`config.mk`:
```
export PLATFORM = sky130hd
export DESIGN_NAME = i2c_slave_receiver
export DESIGN_NICKNAME = d
export VERILOG_FILES = /design/src/rtl/i2c_slave_receiver_pkg.sv /design/src/rtl/i2c_line_sync.sv /design/src/rtl/i2c_slave_receiver.sv
export SDC_FILE = /design/constraint.sdc
export NUM_CORES = 1
export LEC_CHECK = 0
export BUFFER_PORTS_ARGS = -buffer_cell sky130_fd_sc_hd__clkbuf_2
export CORE_ASPECT_RATIO = 2
export CORE_MARGIN = 2
export CORE_UTILIZATION = 30
export CTS_BUF_LIST = sky130_fd_sc_hd__clkbuf_2
export DETAILED_ROUTE_END_ITERATION = 6
export HOLD_SLACK_MARGIN = 0.12
export PLACE_DENSITY_LB_ADDON = 0.25
export SKIP_LAST_GASP = 1
export SLEW_MARGIN = 25
export SYNTH_ARGS = -nofsm -noshare
export SYNTH_HDL_FRONTEND = slang
export SYNTH_SLANG_ARGS = --single-unit
```
`constraint.sdc`:
```
create_clock -name clock -period 2.5 [get_ports clock]
set_clock_uncertainty 0.15 [all_clocks]
set_input_delay 0.5 -clock clock [delete_from_list [all_inputs] [get_ports clock]]
set_output_delay 0.5 -clock clock [all_outputs]
set_load 0.02 [all_outputs]
```
`src/rtl/i2c_slave_receiver_pkg.sv`:
```
// rtl/i2c_slave_receiver_pkg.sv - shared state encodings, ACK levels and default address for the I2C path
package i2c_slave_receiver_pkg;

  typedef enum logic [2:0] {
    IDLE     = 3'd0,
    ADDR     = 3'd1,
    ADDR_ACK = 3'd2,
    DATA     = 3'd3,
    DATA_ACK = 3'd4,
    IGNORE   = 3'd5
  } i2cState_e;

  localparam logic       I2C_ACK          = 1'b0;
  localparam logic       I2C_NACK         = 1'b1;
  localparam logic [6:0] DEFAULT_OWN_ADDR = 7'h50;

  // An ACK is signalled by pulling the open-drain line low.
  function automatic logic driveFor(input logic ackBit);
    return ackBit == I2C_ACK;
  endfunction

endpackage

```
`src/rtl/i2c_line_sync.sv`:
```
// rtl/i2c_line_sync.sv - SCL/SDA synchronizer with edge and START/STOP detection
module i2c_line_sync #(
  parameter int SYNC_STAGES = 2
) (
  input  logic clock,
  input  logic reset,
  input  logic scl,
  input  logic sda,
  output logic scl_rise,
  output logic scl_fall,
  output logic start,
  output logic stop,
  output logic sda_s
);

  logic [SYNC_STAGES-1:0] sclSync;
  logic [SYNC_STAGES-1:0] sdaSync;
  logic                   sclPrev;
  logic                   sdaPrev;
  logic                   sclS;

  // Chains reset to 1 so an idle bus produces no spurious edges.
  always_ff @(posedge clock or posedge reset) begin
    if (reset) begin
      sclSync <= '1;
      sdaSync <= '1;
      sclPrev <= 1'b1;
      sdaPrev <= 1'b1;
    end else begin
      sclSync <= {sclSync[SYNC_STAGES-2:0], scl};
      sdaSync <= {sdaSync[SYNC_STAGES-2:0], sda};
      sclPrev <= sclSync[SYNC_STAGES-1];
      sdaPrev <= sdaSync[SYNC_STAGES-1];
    end
  end

  assign sclS     = sclSync[SYNC_STAGES-1];
  assign sda_s    = sdaSync[SYNC_STAGES-1];
  assign scl_rise = sclS & ~sclPrev;
  assign scl_fall = ~sclS & sclPrev;
  // SCL must be high on both samples so an SDA change at an SCL edge is not a condition.
  assign start    = sclS & sclPrev & sdaPrev & ~sda_s;
  assign stop     = sclS & sclPrev & ~sdaPrev & sda_s;

endmodule

```
`src/rtl/i2c_slave_receiver.sv`:
```
// rtl/i2c_slave_receiver.sv - write-only I2C target: address match, data receive with ACK/NACK
module i2c_slave_receiver
  import i2c_slave_receiver_pkg::*;
#(
  parameter logic [6:0] OWN_ADDR    = DEFAULT_OWN_ADDR,
  parameter int         SYNC_STAGES = 2
) (
  input  logic       clock,
  input  logic       reset,
  input  logic       scl,
  input  logic       sda,
  input  logic       rx_ready,
  output logic       sda_drive_low,
  output logic [7:0] rx_data,
  output logic       rx_valid,
  output logic       busy,
  output logic       stop_seen
);

  logic sclRise, sclFall, startCond, stopCond, sdaS;

  i2c_line_sync #(.SYNC_STAGES(SYNC_STAGES)) lineSync (
    .clock    (clock),
    .reset    (reset),
    .scl      (scl),
    .sda      (sda),
    .scl_rise (sclRise),
    .scl_fall (sclFall),
    .start    (startCond),
    .stop     (stopCond),
    .sda_s    (sdaS)
  );

  i2cState_e  state, stateNext;
  logic [2:0] bitCnt, cntNext;
  logic [7:0] shiftReg, shiftNext;
  logic       byteDone, byteDoneNext;
  logic       ackOk, ackOkNext;
  logic       busyNext, driveNext, rxValidNext, stopSeenNext;
  logic [7:0] rxDataNext;
  logic       respBit;

  always_ff @(posedge clock or posedge reset) begin
    if (reset) begin
      state         <= IDLE;
      bitCnt        <= 3'd0;
      shiftReg      <= 8'h00;
      byteDone      <= 1'b0;
      ackOk         <= 1'b0;
      busy          <= 1'b0;
      sda_drive_low <= 1'b0;
      rx_data       <= 8'h00;
      rx_valid      <= 1'b0;
      stop_seen     <= 1'b0;
    end else begin
      state         <= stateNext;
      bitCnt        <= cntNext;
      shiftReg      <= shiftNext;
      byteDone      <= byteDoneNext;
      ackOk         <= ackOkNext;
      busy          <= busyNext;
      sda_drive_low <= driveNext;
      rx_data       <= rxDataNext;
      rx_valid      <= rxValidNext;
      stop_seen     <= stopSeenNext;
    end
  end

  always_comb begin
    stateNext    = state;
    cntNext      = bitCnt;
    shiftNext    = shiftReg;
    byteDoneNext = byteDone;
    ackOkNext    = ackOk;
    busyNext     = busy;
    driveNext    = sda_drive_low;
    rxDataNext   = rx_data;
    rxValidNext  = 1'b0;
    stopSeenNext = 1'b0;
    respBit      = ackOk ? I2C_ACK : I2C_NACK;

    if (stopCond) begin
      stateNext    = IDLE;
      busyNext     = 1'b0;
      driveNext    = 1'b0;
      byteDoneNext = 1'b0;
      stopSeenNext = 1'b1;
    end else if (startCond) begin
      stateNext    = ADDR;
      cntNext      = 3'd0;
      busyNext     = 1'b0;
      driveNext    = 1'b0;
      byteDoneNext = 1'b0;
    end else begin
      case (state)
        ADDR: begin
          if (sclRise) begin
            shiftNext = {shiftReg[6:0], sdaS};
            cntNext   = bitCnt + 3'd1;
            if (bitCnt == 3'd7) begin
              if (shiftReg[6:0] == OWN_ADDR && sdaS == 1'b0) begin
                stateNext = ADDR_ACK;
                busyNext  = 1'b1;
              end else begin
                stateNext = IGNORE;
              end
            end
          end
        end
        // The drive flag doubles as the phase marker: first fall asserts, second releases.
        ADDR_ACK: begin
          if (sclFall) begin
            if (!sda_drive_low) begin
              driveNext = driveFor(I2C_ACK);
            end else begin
              driveNext    = 1'b0;
              stateNext    = DATA;
              cntNext      = 3'd0;
              byteDoneNext = 1'b0;
            end
          end
        end
        DATA: begin
          if (sclRise && !byteDone) begin
            shiftNext = {shiftReg[6:0], sdaS};
            cntNext   = bitCnt + 3'd1;
            if (bitCnt == 3'd7) begin
              byteDoneNext = 1'b1;
              ackOkNext    = rx_ready;
            end
          end else if (sclFall && byteDone) begin
            byteDoneNext = 1'b0;
            driveNext    = driveFor(respBit);
            if (ackOk) begin
              rxDataNext  = shiftReg;
              rxValidNext = 1'b1;
              stateNext   = DATA_ACK;
            end else begin
              busyNext  = 1'b0;
              stateNext = IGNORE;
            end
          end
        end
        DATA_ACK: begin
          if (sclFall) begin
            driveNext = 1'b0;
            stateNext = DATA;
            cntNext   = 3'd0;
          end
        end
        default: begin
          driveNext = 1'b0;
          busyNext  = 1'b0;
        end
      endcase
    end
  end

endmodule

```
==> results of run 1 <==
==> kinds of logic (layout without fill, tap and decap cells) <==
kind of cell,count (synthesis),after routing,synth area share [%]
buffers and inverters,7,33,2.38
flip-flops,34,34,52.8
multiplexers,20,20,13.9
adder cells (fa/ha/maj),2,2,1.54
AND/OR/NAND/NOR,42,42,16.4
AO/OA/AOI/OAI,28,28,13.0
==> layer usage <==
metal	up-vias	part of all wire [%]	global-route usage, %	wire length, µm
met3	6	4.1	2.99	120
met1	528	45	12.8	1320
li1	527	-	-	-
met2	21	49	18.2	1420
met4	0	2.4	5.61	70
met5	-	0	0	0
==> path summary, 6_finish.rpt <==
kind / end / slack (ns) / cells after the start
max: rx_data[4]$_DFFE_PP0P_ / 0.51 / 4
min: ackOk$_DFFE_PP0P_ / 0.15 / 2
max reg2reg: rx_data[4]$_DFFE_PP0P_ / 0.51 / 4
min reg2reg: lineSync.sdaSync[1]$_DFF_PP1_ / 0.22 / 0
max in group asynchronous: lineSync.sclSync[0]$_DFF_PP1_ / 1.28 / 4
min in group asynchronous: stop_seen$_DFF_PP0_ / 0.54 / 4
==> critical path, stage by stage, from the launching register on <==
cell and delay [ns]:
dfrtp_1 0.71, and2b_4 0.27, nand3_2 0.14, nor2_8 0.24, mux2_2 0.36
==> cell type report <==
cell class	instances	area [µm²]	area share [%]
Clock buffer	5	25.0	1.34
Inverter	4	15.0	0.802
Timing Repair Buffer	21	125	6.68
Tap cell	60	75.1	4.01
Clock inverter	3	45.0	2.40
Sequential cell	34	858	45.8
Multi-Input combinational cell	92	729	38.9
==> power groups by stage <==
stage | clock network [mW] | registers (mW) | logic, mW
floorplan | 0 | 0.750 | 0.381
global placement | 0 | 0.815 | 0.382
detailed placement | 0 | 0.814 | 0.388
CTS | 0.386 | 0.803 | 0.393
global route | 0.399 | 0.825 | 0.440
finish | 0.364 | 0.805 | 0.387
==> per-stage QoR <==
stage          total power, mW  cell area, µm²  instances  hold WS [ns]
2_1_floorplan             1.13            1630        133         0.195
3_3_place_gp              1.20            1770        208         0.196
3_5_place_dp              1.20            1770        208         0.197
4_1_cts                   1.58            1870        219         0.132
5_1_grt                   1.66            1870        219         0.132
6_report                  1.56            1870        219         0.155
==> cell usage after synthesis, drive strengths merged <==
cell / n
mux2: 18
a211oi: 1
nor4: 1
mux2i: 2
nor3b: 2
buf: 3
and2b: 3
dfrtp: 28
and3: 1
nor2b: 2
o21ai: 7
a32oi: 1
nand2b: 4
o21ba: 1
nor3: 4
nand2: 8
dfstp: 6
a21oi: 8
o21bai: 1
inv: 4
nor2: 11
o21a: 3
o22ai: 2
a21o: 1
a31oi: 2
ha: 2
nand3: 2
nand3b: 2
nor4b: 2
a21boi: 1
==> flip-flops by register name (all words and copies together) (netlist names) <==
| register | flops |
|---|---|
| shiftReg | 8 |
| lineSync.sdaPrev | 1 |
| bitCnt | 3 |
| rx_data | 8 |
| stop_seen | 1 |
| sda_drive_low | 1 |
| busy | 1 |
| byteDone | 1 |
| ackOk | 1 |
| lineSync.sclPrev | 1 |
| lineSync.sdaSync | 2 |
| lineSync.sclSync | 2 |
| state | 3 |
| rx_valid | 1 |
==> results.txt, run 1 <==
* Run status: completed
- Number of H-tree levels: 2
- Wire length of the first global-routing pass: 5.15 mm
- Routed via count divided by cell count: between 4 and 5
* Placeable core region: roughly 5300 µm²
- Data required time at the worst endpoint: 2.63 ns
- Num Clock Sinks: 34
* Largest net degree at the start of global routing: 35
* Antenna Nets Post-Route: 0
- TritonCTS clock tree: done
* Worst-path maximum fanout: 14
- Critical Path Start Type: register
- Hold buffer count at cts: 3
- Net Sw Frac: around a third
- Half-perimeter wire length after placement: between 2 and 2.5 mm
* Final net count: 165
- Fmax: 503 MHz
- Adding up every negative setup slack in the final design gives 0 ns.
- After detailed routing, the number of remaining DRC violations is 0.
* Synth Cell Area: ~1600 µm²
- Overall routing resource usage: 11.0%
- The die is 108 µm tall.
- Counting flops and latches in the post-synthesis netlist gives 34.
- The floorplan step defined a die boundary enclosing 6060 µm².
* Logic pwr share: between 20% and 30%
- The worst path uses 79.5% of the clock period.
- Post-CTS resize count: 0
* Filler cell count: approximately 560
* Power share of the clock group: between 20% and 30%
- Unrepaired setup endpoints after global routing: false
* Number of distinct library cell variants in the gate-level netlist after synthesis: 39
- The floorplan has 38 rows.
- The via count of the first global-routing pass was 1086.
- For this configuration, the core starts out at a cell density of a little under a third.
- Worst-case setup margin in the final layout: approximately 0.51 ns
- Sequential cells burn 51.7% of the power.
- Buffers inserted during clock tree synthesis total 5.
- At the end of routability-driven placement, the weighted congestion stood at around 0.84.
- 0 antenna diodes ended up in the layout.
- Clock latency reported for the late side of the worst-skew pair: 0.39 ns
- For this run the aggregate overflow at the end of global routing stands at 0.
* Ranking of synthesized cells by area: dfrtp_1 (43%), mux2_2 (10%), dfstp_2 (9.7%)
- The critical path is of the register to register type.
- The critical path starts at state[0]$_DFFE_PP0P_.
- For this run, the register share of the synthesized area comes to a little over half.
* Detailed-router iteration count before antenna repair: 4
* Reg2reg start: state[0]$_DFFE_PP0P_
- Counting along the longest clock path gives a buffer depth of 2.
* Max-capacitance violation count: 0
* Net switching power of the design: between 0.5 and 0.6 mW
* Net count after synthesis: 140
- Cells fill 35.2% of the core in the end.
- Final WL: between 2 and 3 mm
- The die is 56.1 µm wide.
- In this run the power density over the cells is 831 nW/µm².
- CTS placed an instance of clkbuf_2 at the clock tree root.
* Setup WS pre-CTS: 0.549 ns
- Number of setup violations in the final report: 0
- Worst path arrival time: 2.11 ns
* Commonest cells after routing, fill and taps aside: dfrtp_1 (28), clkbuf_2 (21), mux2_2 (15)
- Leading cell type in the layout, fill and taps excluded: dfrtp_1
- Each instance of the synthesized netlist takes up on average 12.2 µm².
- Share of the synthesized area in the top cell type: 43.1%
- Worst Tran Pin Value: 0.512 ns
* Final critical delay including setup and external delays: roughly 2.0 ns
* Post-synthesis instance total: between 100 and 150
- The worst hold path belongs to the class input port to register.
* Static Leakage: 0.879 nW
- Startpoint of the tightest hold check path: rx_ready
- Post-CTS timing repair inserted 0 buffers for setup.
- Routed wirelength normalized by instance count: 13.4 µm
* Cell taking the most area after synthesis: dfrtp_1
- The final route contains 1082 vias.
* Layout cell share with drive strength beyond 1: about two fifths
- IR analysis of the VDD net gives a maximum drop of 0.000444 V.
* Clock-pin slew of the registers on the worst-case setup and hold paths: 0.20 ns
- The Yosys step of the flow raised 0 warnings.
- Max-Slew Margin vs Limit: 65.8%
- The count of buffers added on input and output ports is 16.
* Count of final hold-check violations: 0
- The initial antenna violation count is 0.
- Int Pwr: 1.05 mW
- The final number of max-transition violations was 0.
- STA classifies the critical path endpoint as a register.
- In this run the count of I/O pins placed on the die edge is 17.
- Syn-to-layout area delta: 15.2%
- Iter 0 DRT Violations: 20
Power figures use the tool's default switching activity.
==> inputs of run 2 (changes only) <==
--- a/config.mk
+++ b/config.mk
@@ -5,6 +5,7 @@
 export SDC_FILE = /design/constraint.sdc
 export NUM_CORES = 1
 export LEC_CHECK = 0
+export ABC_AREA = 1
 export BUFFER_PORTS_ARGS = -buffer_cell sky130_fd_sc_hd__clkbuf_2
 export CORE_ASPECT_RATIO = 2
 export CORE_MARGIN = 2
==> constraint.sdc (replaced) <==
create_clock -name clock -period 1.6 [get_ports clock]
set_clock_uncertainty 0.15 [all_clocks]
set_input_delay 0.32 -clock clock [delete_from_list [all_inputs] [get_ports clock]]
set_output_delay 0.32 -clock clock [all_outputs]
set_load 0.02 [all_outputs]
==> run 2 against run 1 <==
Compared with the run above:
- the run now ends with negative setup slack left
- worst setup slack worse by 0.61 ns
- non-clock buffer count up 25
- fmax up 17%
- first-iteration DRC count is 35% higher
- sequential share of layout area down 8.8 points
- utilization is 7.7 points higher
- clock-buffer cell count is the same
- synthesized area grew 3.0%
- global-route usage up 3.7 points
- cell count rose by 42%
- largest power group is now combinational logic
==> results.txt, run 2 <==
* Number of distinct library cell variants in the gate-level netlist after synthesis: 24 (-38%)
- Number of buffers inserted during clock tree synthesis: 5 (unchanged)
- Net Sw Frac: 39.9% (+7.2 points)
- Filler cell count: 579 (+4.3%)
* Worst vdd rail ir drop: 0.000876 V (+97%)
- Count of input and output buffers: 16 (unchanged)
- The post-route antenna net violation count was 0 (unchanged).
* Wire length of the first global-routing pass: 6.98 mm (+35%)
* Syn Area/Cell: 8.42 µm² (-31%)
- Routed via count divided by cell count: 4.75 (-3.9%)
- Class of the worst hold path: register to register
* Max-Slew Margin vs Limit: 74.2% (+8.4 points)
* Worst-path maximum fanout: 8 (-6)
- Number of warning messages in the yosys log: 0 (unchanged)
- Tcrit/Tclk final: 106% (+26 points)
- Critical Path Start Type: register
- The cell depth of the worst hold path came to 0 (-2).
* Number of H-tree levels: 2 (unchanged)
- The residual overflow from global routing was 0 (unchanged).
- Endpoint type of the worst setup path: register
* Fmax: 591 MHz (+17%)
* Run status: complete, but fails checks
- In the layout the commonest cells are nand2_1 (40), dfrtp_1 (26), buf_4 (22).
* Overall routing resource usage: 14.6% (+3.7 points)
- The largest net degree at the start of global routing came to 35 (unchanged).
- Final max-slew violation count: 0 (unchanged)
- The routability-driven placement congestion ratio was 0.936 (+11%).
- Final WL: 4.20 mm (+43%)
- The number of nets in the synthesized netlist was 206 (+47%).
- Int Pwr: 2.09 mW (+99%)
* CP Class: register to register
- The worst path required time was 1.71 ns (-0.92 ns).
- The post-route worst setup slack was -0.0920 ns (-0.605 ns).
- Compared with the post-synthesis result, the final layout area differs by 38.6%.
* Power share of the sequential group: 34.0% (-18 points)
- Die Footprint: 6230 µm² (+2.8%)
- Total power density per cell area: 1490 nW/µm² (+80%)
- Antenna violations before repair: 0 (unchanged)
- Num Clock Sinks: 34 (unchanged)
- Net switching power of the design: 1.38 mW (+170%)
* Post-synth top cells: nand2_1 (51), dfrtp_1 (28), inv_1 (26)
- The horizontal die dimension came to 56.8 µm (+1.4%).
* Number of cell instances on the worst register-to-register path: 6 (+2)
- Synth Cell Area: 1680 µm² (+3.0%)
* Root buffer cell: clkbuf_2
* Static Leakage: 1.16 nW (+32%)
* Placeable core region: 5420 µm² (+1.8%)
- Half-perimeter wire length after placement: 2.84 mm (+38%)
- The number of hold violations in the final report was 0 (unchanged).
* Worst path arrival time: 1.80 ns (-0.31 ns)
* Vias in the first global route: 1577 (+45%)
- The transition at the pin with the smallest max-transition slack was 0.387 ns (-0.126 ns).
* Detailed-router iteration count before antenna repair: 4 (unchanged)
- The final hold slack was 0.203 ns (+0.0485 ns).
* Chip height: 110 µm (+1.4%)
* Number of remaining DRC errors: 0 (unchanged)
- The clock latency of the later-clocked register in the worst-skew pair is 0.38 ns (about the same).
* Share of the synthesized area in the top cell type: 41.8% (-1.3 points)
- The time the worst path needs with I/O delays and setup was 1.69 ns (-0.295 ns).
- The cell count after placement is 288 (+38%).
- TritonCTS built the clock tree.
- The final reports fail on negative setup slack.
- The part of the power in combinational logic is 44.5% (+20 points).
* Cell taking the most area after synthesis: dfrtp_1
* Area occupied by multi-input gates: 837 µm² (+15%)
- The net count reported at finish was 258 (+56%).
- Number of rows created at floorplan: 38 (unchanged)
- Number of enable flip-flop cells after synthesis: 0 (unchanged)
- The area occupied by registers came to 861 µm² (+0.29%).
- Most repeated cell in the gate-level netlist after synthesis: nand2_1
- Diodes inserted: 0 (unchanged)
- Proportion of register bits with asynchronous set or reset after synthesis: 100% (unchanged)
- For this run, the leading register cell type out of synthesis is dfrtp_1.
- The cell count after synthesis was 199 (+50%).
* Iter 0 DRT Violations: 27 (+35%)
* Sequential element share of the synthesized area: 51.2% (-1.5 points)
* Leading cell type in the layout, fill and taps excluded: nand2_1
- The effective utilization at floorplan was 30.9% (+0.36 points).
* Largest buffer count on any clock path: 2 (unchanged)
- The number of vias after detailed routing was 1482 (+37%).
- The fraction of layout cells with a size suffix above 1 came to 42.1% (+3.7 points).
* Flip-flop and latch count after synthesis: 34 (unchanged)
- Max-capacitance violation count: 0 (unchanged)
* Io pins: 17 (unchanged)
* Clock-pin slew of the registers on the worst-case setup and hold paths: 0.20 ns (about the same)
* Final Instance Count excl. Fillers: 312 (+42%)
* Ranking of synthesized cells by area: dfrtp_1 (42%), nand2_1 (11%), dfstp_2 (9.4%)
* Largest registers ranked by flip-flop count: rx_data: 8 flops, shiftReg: 8 flops
- Unrepaired setup endpoints after global routing: true
- Number of setup violations in the final report: 21 (+21)
- Routed wirelength normalized by instance count: 13.4 µm (+0.67%)
- The share of total power in the clock network was 21.5% (-1.9 points).
run 2: cell types whose count changed in the layout (fill, tap and decap cells not counted), moves of 6 or more:
| cell | change |
|---|---|
| nand3_1 | +11 |
| buf_4 | +20 |
| nor2_4 | +9 |
| o21ai_1 | +7 |
| nand2_2 | +10 |
| nand2_1 | +32 |
| nand2_4 | +6 |
| inv_2 | +8 |
| mux2_2 | -15 |
| inv_1 | +15 |
run 2: final cells by class:
cell class              count  share of cell area, %
flip-flops and latches     34                   37.1
multi-input cells         135                   36.0
repair buffers             46                   14.6
inverters                  29                   5.01
well taps                  60                   3.23
clock inverters             3                   2.96
clock buffers               5                   1.08
run 2: metrics by stage:
step	total power [mW]	instance area [µm²]	setup slack, ns	setup TNS, ns	util [%]
after floorplan	2.02	1680	0.0161	0	-
after global placement	2.39	1950	-0.178	-0.863	36.0
after detailed placement	2.40	1950	-0.159	-0.861	36.0
after CTS	3.37	2280	-0.0386	-0.164	42.0
after global routing	3.74	2320	-0.160	-2.73	42.8
final	3.47	2320	-0.0920	-0.817	42.8
run 2: power by group through the flow:
stage | clock network [mW] | logic (mW) | registers, mW
global placement | 0 | 1.21 | 1.18
global route | 0.808 | 1.73 | 1.21
detailed placement | 0 | 1.21 | 1.18
CTS | 0.768 | 1.43 | 1.17
floorplan | 0 | 0.851 | 1.17
finish | 0.745 | 1.54 | 1.18
run 2: worst max-delay path: stages (launching register included):
cell and delay [ns]:
dfstp_2 0.62, nand2_4 0.07, nor2_4 0.18, clkinv_4 0.13
buf_4 0.16, o2111ai_2 0.14, o21ai_0 0.13
run 2: worst paths after layout:
path / from / to / slack (ns)
min in group asynchronous: reset / bitCnt[2]$_DFFE_PP0P_ / 0.32
setup / recovery: lineSync.sclSync[1]$_DFF_PP1_ / shiftReg[1]$_DFFE_PP0P_ / -0.09
setup reg to reg: lineSync.sclSync[1]$_DFF_PP1_ / shiftReg[1]$_DFFE_PP0P_ / -0.09
max in group asynchronous: reset / lineSync.sdaSync[0]$_DFF_PP1_ / 0.71
hold reg to reg: lineSync.sclSync[0]$_DFF_PP1_ / lineSync.sclSync[1]$_DFF_PP1_ / 0.20
hold / removal: lineSync.sclSync[0]$_DFF_PP1_ / lineSync.sclSync[1]$_DFF_PP1_ / 0.20
run 2: repair_timing:
item | in CTS | in global routing
buffers inserted | 9 | 3
pin swaps | 17 | 16
endpoints found under the setup margin | 16 | 26
gates resized for setup | 31 | 21
gates cloned | 1 | 1
hold buffers | 4 | 0
hold endpoints to repair | 37 | 0
run 2: cell families after synthesis:
family                   synth area share, %
AO/OA/AOI/OAI                           10.4
buffers and inverters                   7.62
AND/OR/NAND/NOR                         29.3
adder cells (fa/ha/maj)                 1.49
flip-flops                              51.2
run 2: per-layer routing:
metal	wire length [µm]	share of wire, %	up-vias	global-route usage [%]
li1	-	-	736	-
met1	1500	36	700	13.7
met2	2390	57	29	28.4
met3	94	2.2	17	2.35
met4	212	5.1	0	9.30
met5	0	0	-	0
==> inputs of run 3 (changes only) <==
--- a/config.mk
+++ b/config.mk
@@ -9,7 +9,7 @@
 export BUFFER_PORTS_ARGS = -buffer_cell sky130_fd_sc_hd__clkbuf_2
 export CORE_ASPECT_RATIO = 2
 export CORE_MARGIN = 2
-export CORE_UTILIZATION = 30
+export CORE_UTILIZATION = 45
 export CTS_BUF_LIST = sky130_fd_sc_hd__clkbuf_2
 export DETAILED_ROUTE_END_ITERATION = 6
 export HOLD_SLACK_MARGIN = 0.12
==> run 3 against run 2 <==
Compared with the run above:
- the flow still finishes with violations (negative setup slack)
- sequential power about the same
- routed wire length increased by 2.6%
- via count increased by 2.1%
- largest cell class is now multi-input gates
==> results.txt, run 3 (synthesis results as in run 2) <==
- The routed wire length per instance is 14.1 µm (+4.6%).
- The worst hold path belongs to the class register to register.
- The post-route worst setup slack came to -0.114 ns (-0.0217 ns).
* Placeable core region: 3610 µm² (-33%)
* Clock-pin slew of the registers on the worst-case setup and hold paths: 0.18 ns (-0.02 ns)
- Largest buffer count on any clock path: 2 (unchanged)
- Max-Slew Margin vs Limit: 72.3% (-2.0 points)
- Root buffer cell: clkbuf_2
- The post-route fraction of the period consumed by the critical path is 107% (+1.4 points).
- The routed wire length came to 4.31 mm (+2.6%).
- Antenna violations before repair: 0 (unchanged)
- The largest fanout on the critical path is 10 (+2).
- Cell depth of the worst hold path: 0 (unchanged)
- Antenna Nets Post-Route: 0 (unchanged)
- Combined flip-flop and latch cell area: 860 µm² (-0.15%)
- The total number of H-tree levels is 2 (unchanged).
- CP Class: register to register
* Number of cell instances on the worst register-to-register path: 7 (+1)
- Endpoint, Worst Hold: lineSync.sclSync[1]$_DFF_PP1_
* Run status: complete, but fails checks
- Worst slack on hold paths: 0.188 ns (-0.0148 ns)
- Commonest cells after routing, fill and taps aside: nand2_1 (40), dfrtp_1 (27), buf_4 (25)
- The final-report setup violation count was 22 (+4.8%).
* Max-capacitance violation count: 0 (unchanged)
* Largest registers ranked by flip-flop count: rx_data: 8 flops, shiftReg: 8 flops
- Wire length of the first global-routing pass: 7.08 mm (+1.4%)
- The top-level I/O count is 17 (unchanged).
- Worst reg2reg path endpoint: rx_data[2]$_DFFE_PP0P_
- Overall routing resource usage: 23.1% (+8.5 points)
* Total power density per cell area: 1380 nW/µm² (-7.9%)
* Count of final hold-check violations: 0 (unchanged)
- The number of sinks handled by clock tree synthesis came to 34 (unchanged).
- The area after detailed placement came to 1970 µm² (+1.2%).
- The half-perimeter wire length after detailed placement was 2.81 mm (-1.1%).
- The detailed-router iteration count before antenna repair is 4 (unchanged).
* Syn-to-layout area delta: 41.3%
- The peak supply drop was 0.000762 V (-13%).
- Worst path arrival time: 1.83 ns (+0.03 ns)
- Effective utilization at floorplan: 46.4% (+16 points)
- Static Leakage: 1.18 nW (+1.5%)
* Clock latency reported for the late side of the worst-skew pair: 0.38 ns (about the same)
- Leaving out fill and tap cells, the most frequent cell in the layout is nand2_1.
* Startpoint of the tightest hold check path: lineSync.sclSync[0]$_DFF_PP1_
- Worst Tran Pin Value: 0.416 ns (+0.0294 ns)
- The checks that failed: negative setup slack.
- Placer Congestion: 0.862 (-7.9%)
- Total Power Consumption: 3.26 mW (-6.1%)
- The final number of max-transition violations was 0 (unchanged).
- The via count of the first global-routing pass is 1554 (-1.5%).
- The area of the die was 4260 µm² (-32%).
- Data required time at the worst endpoint: 1.72 ns (about the same)
- The count of routing violations after the opening detailed-route iteration is 33 (+22%).
- Count of input and output buffers: 16 (unchanged)
- The antenna diode count came to 0 (unchanged).
- Final cell area excluding filler cells: 2370 µm² (+1.9%)
- Layout cell share with drive strength beyond 1: 42.4% (+0.35 points)
* Largest net degree at the start of global routing: 35 (unchanged)
- Area occupied by multi-input gates: 863 µm² (+3.1%)
- Final critical delay including setup and external delays: 1.71 ns (+0.0217 ns)
- Number of buffers inserted during clock tree synthesis: 5 (unchanged)
- Reg2reg start: lineSync.sclPrev$_DFF_PP1_
- TritonCTS built the clock tree.
* Number of rows created at floorplan: 31 (-18%)
- Unrepaired setup endpoints after global routing: true
- The number of vias after detailed routing came to 1513 (+2.1%).
* Total congestion overflow after global routing: 0 (unchanged)
- The worst setup path is captured at a register.
- Filler cell count: 299 (-48%)
- The via-per-instance ratio was 4.94 (+4.1%).
- Fmax: 584 MHz (-1.3%)
* Setup WS pre-CTS: -0.196 ns (-0.0368 ns)
* Critical Path Start Type: register
- Worst R2R Setup Slack: -0.11 ns (-0.02 ns)
* Final net count: 264 (+2.3%)
- The vertical die dimension is 90.3 µm (-18%).
- Floorplan die width: 47.1 µm (-17%)
- The final routed DRC violation total was 0 (unchanged).
## run 3: changes by cell type in the layout (fill, tap and decap cells not counted), moves of 2 or more
cell,previous run,this run
buf_12,1,3
buf_4,22,25
clkinv_4,2,0
ha_1,2,0
inv_1,19,23
inv_2,8,5
o21ai_0,5,3
## run 3: per-stage QoR
step,utilization [%],TNS [ns],std cells
floorplan,-,0,199
global placement,54.7,-0.846,282
detailed placement,54.7,-0.923,282
CTS,61.7,-0.437,299
global route,65.6,-3.09,306
finish,65.6,-1.37,306
## run 3: worst max-delay path, cell delays in order, from the launching register on
cell and delay (ns):
dfstp_2 0.57, inv_1 0.06, nor2_2 0.13, nand2_2 0.10, nor3_4 0.23, buf_12 0.15
buf_6 0.13, a21oi_1 0.07
## run 3: what timing repair did
action,4_1_cts,5_1_grt
endpoints found under the setup margin,19,26
gates resized for setup,26,26
hold endpoints to repair,31,0
gates cloned,1,0
pin swaps,15,19
hold buffers,4,0
setup buffers,5,7
## run 3: report_power, final
group	total [mW]	switching (mW)	internal (mW)
combinational	1.54	0.936	0.604
sequential	1.18	0.142	1.04
clock	0.536	0.285	0.251
total	3.26	1.36	1.89
## run 3: layer usage
metal	global-route usage (%)	vias up	share of wire [%]
li1	-	749	-
met1	23.6	724	35
met2	41.1	30	60
met3	3.80	10	1.9
met4	11.6	0	3.2
met5	0	-	0
## run 3: worst max path at each step
stage                     depth (start not counted)                           from                endpoint  slack [ns]
after floorplan                                   9  lineSync.sclSync[1]$_DFF_PP1_   bitCnt[0]$_DFFE_PP0P_        0.02
after global placement                            9     lineSync.sdaPrev$_DFF_PP1_    state[1]$_DFFE_PP0P_       -0.20
after detailed placement                          9     lineSync.sdaPrev$_DFF_PP1_    state[1]$_DFFE_PP0P_       -0.20
after CTS                                         8  lineSync.sclSync[1]$_DFF_PP1_    state[1]$_DFFE_PP0P_       -0.05
after global routing                              7     lineSync.sclPrev$_DFF_PP1_  rx_data[4]$_DFFE_PP0P_       -0.18
final                                             7     lineSync.sclPrev$_DFF_PP1_  rx_data[2]$_DFFE_PP0P_       -0.11
## run 3: final cells by class
class,count,share of cell area (%)
multi-input cells,135,36.5
well taps,49,2.59
clock inverters,2,1.43
flip-flops and latches,34,36.3
clock buffers,5,1.06
repair buffers,52,17.4
inverters,29,4.70
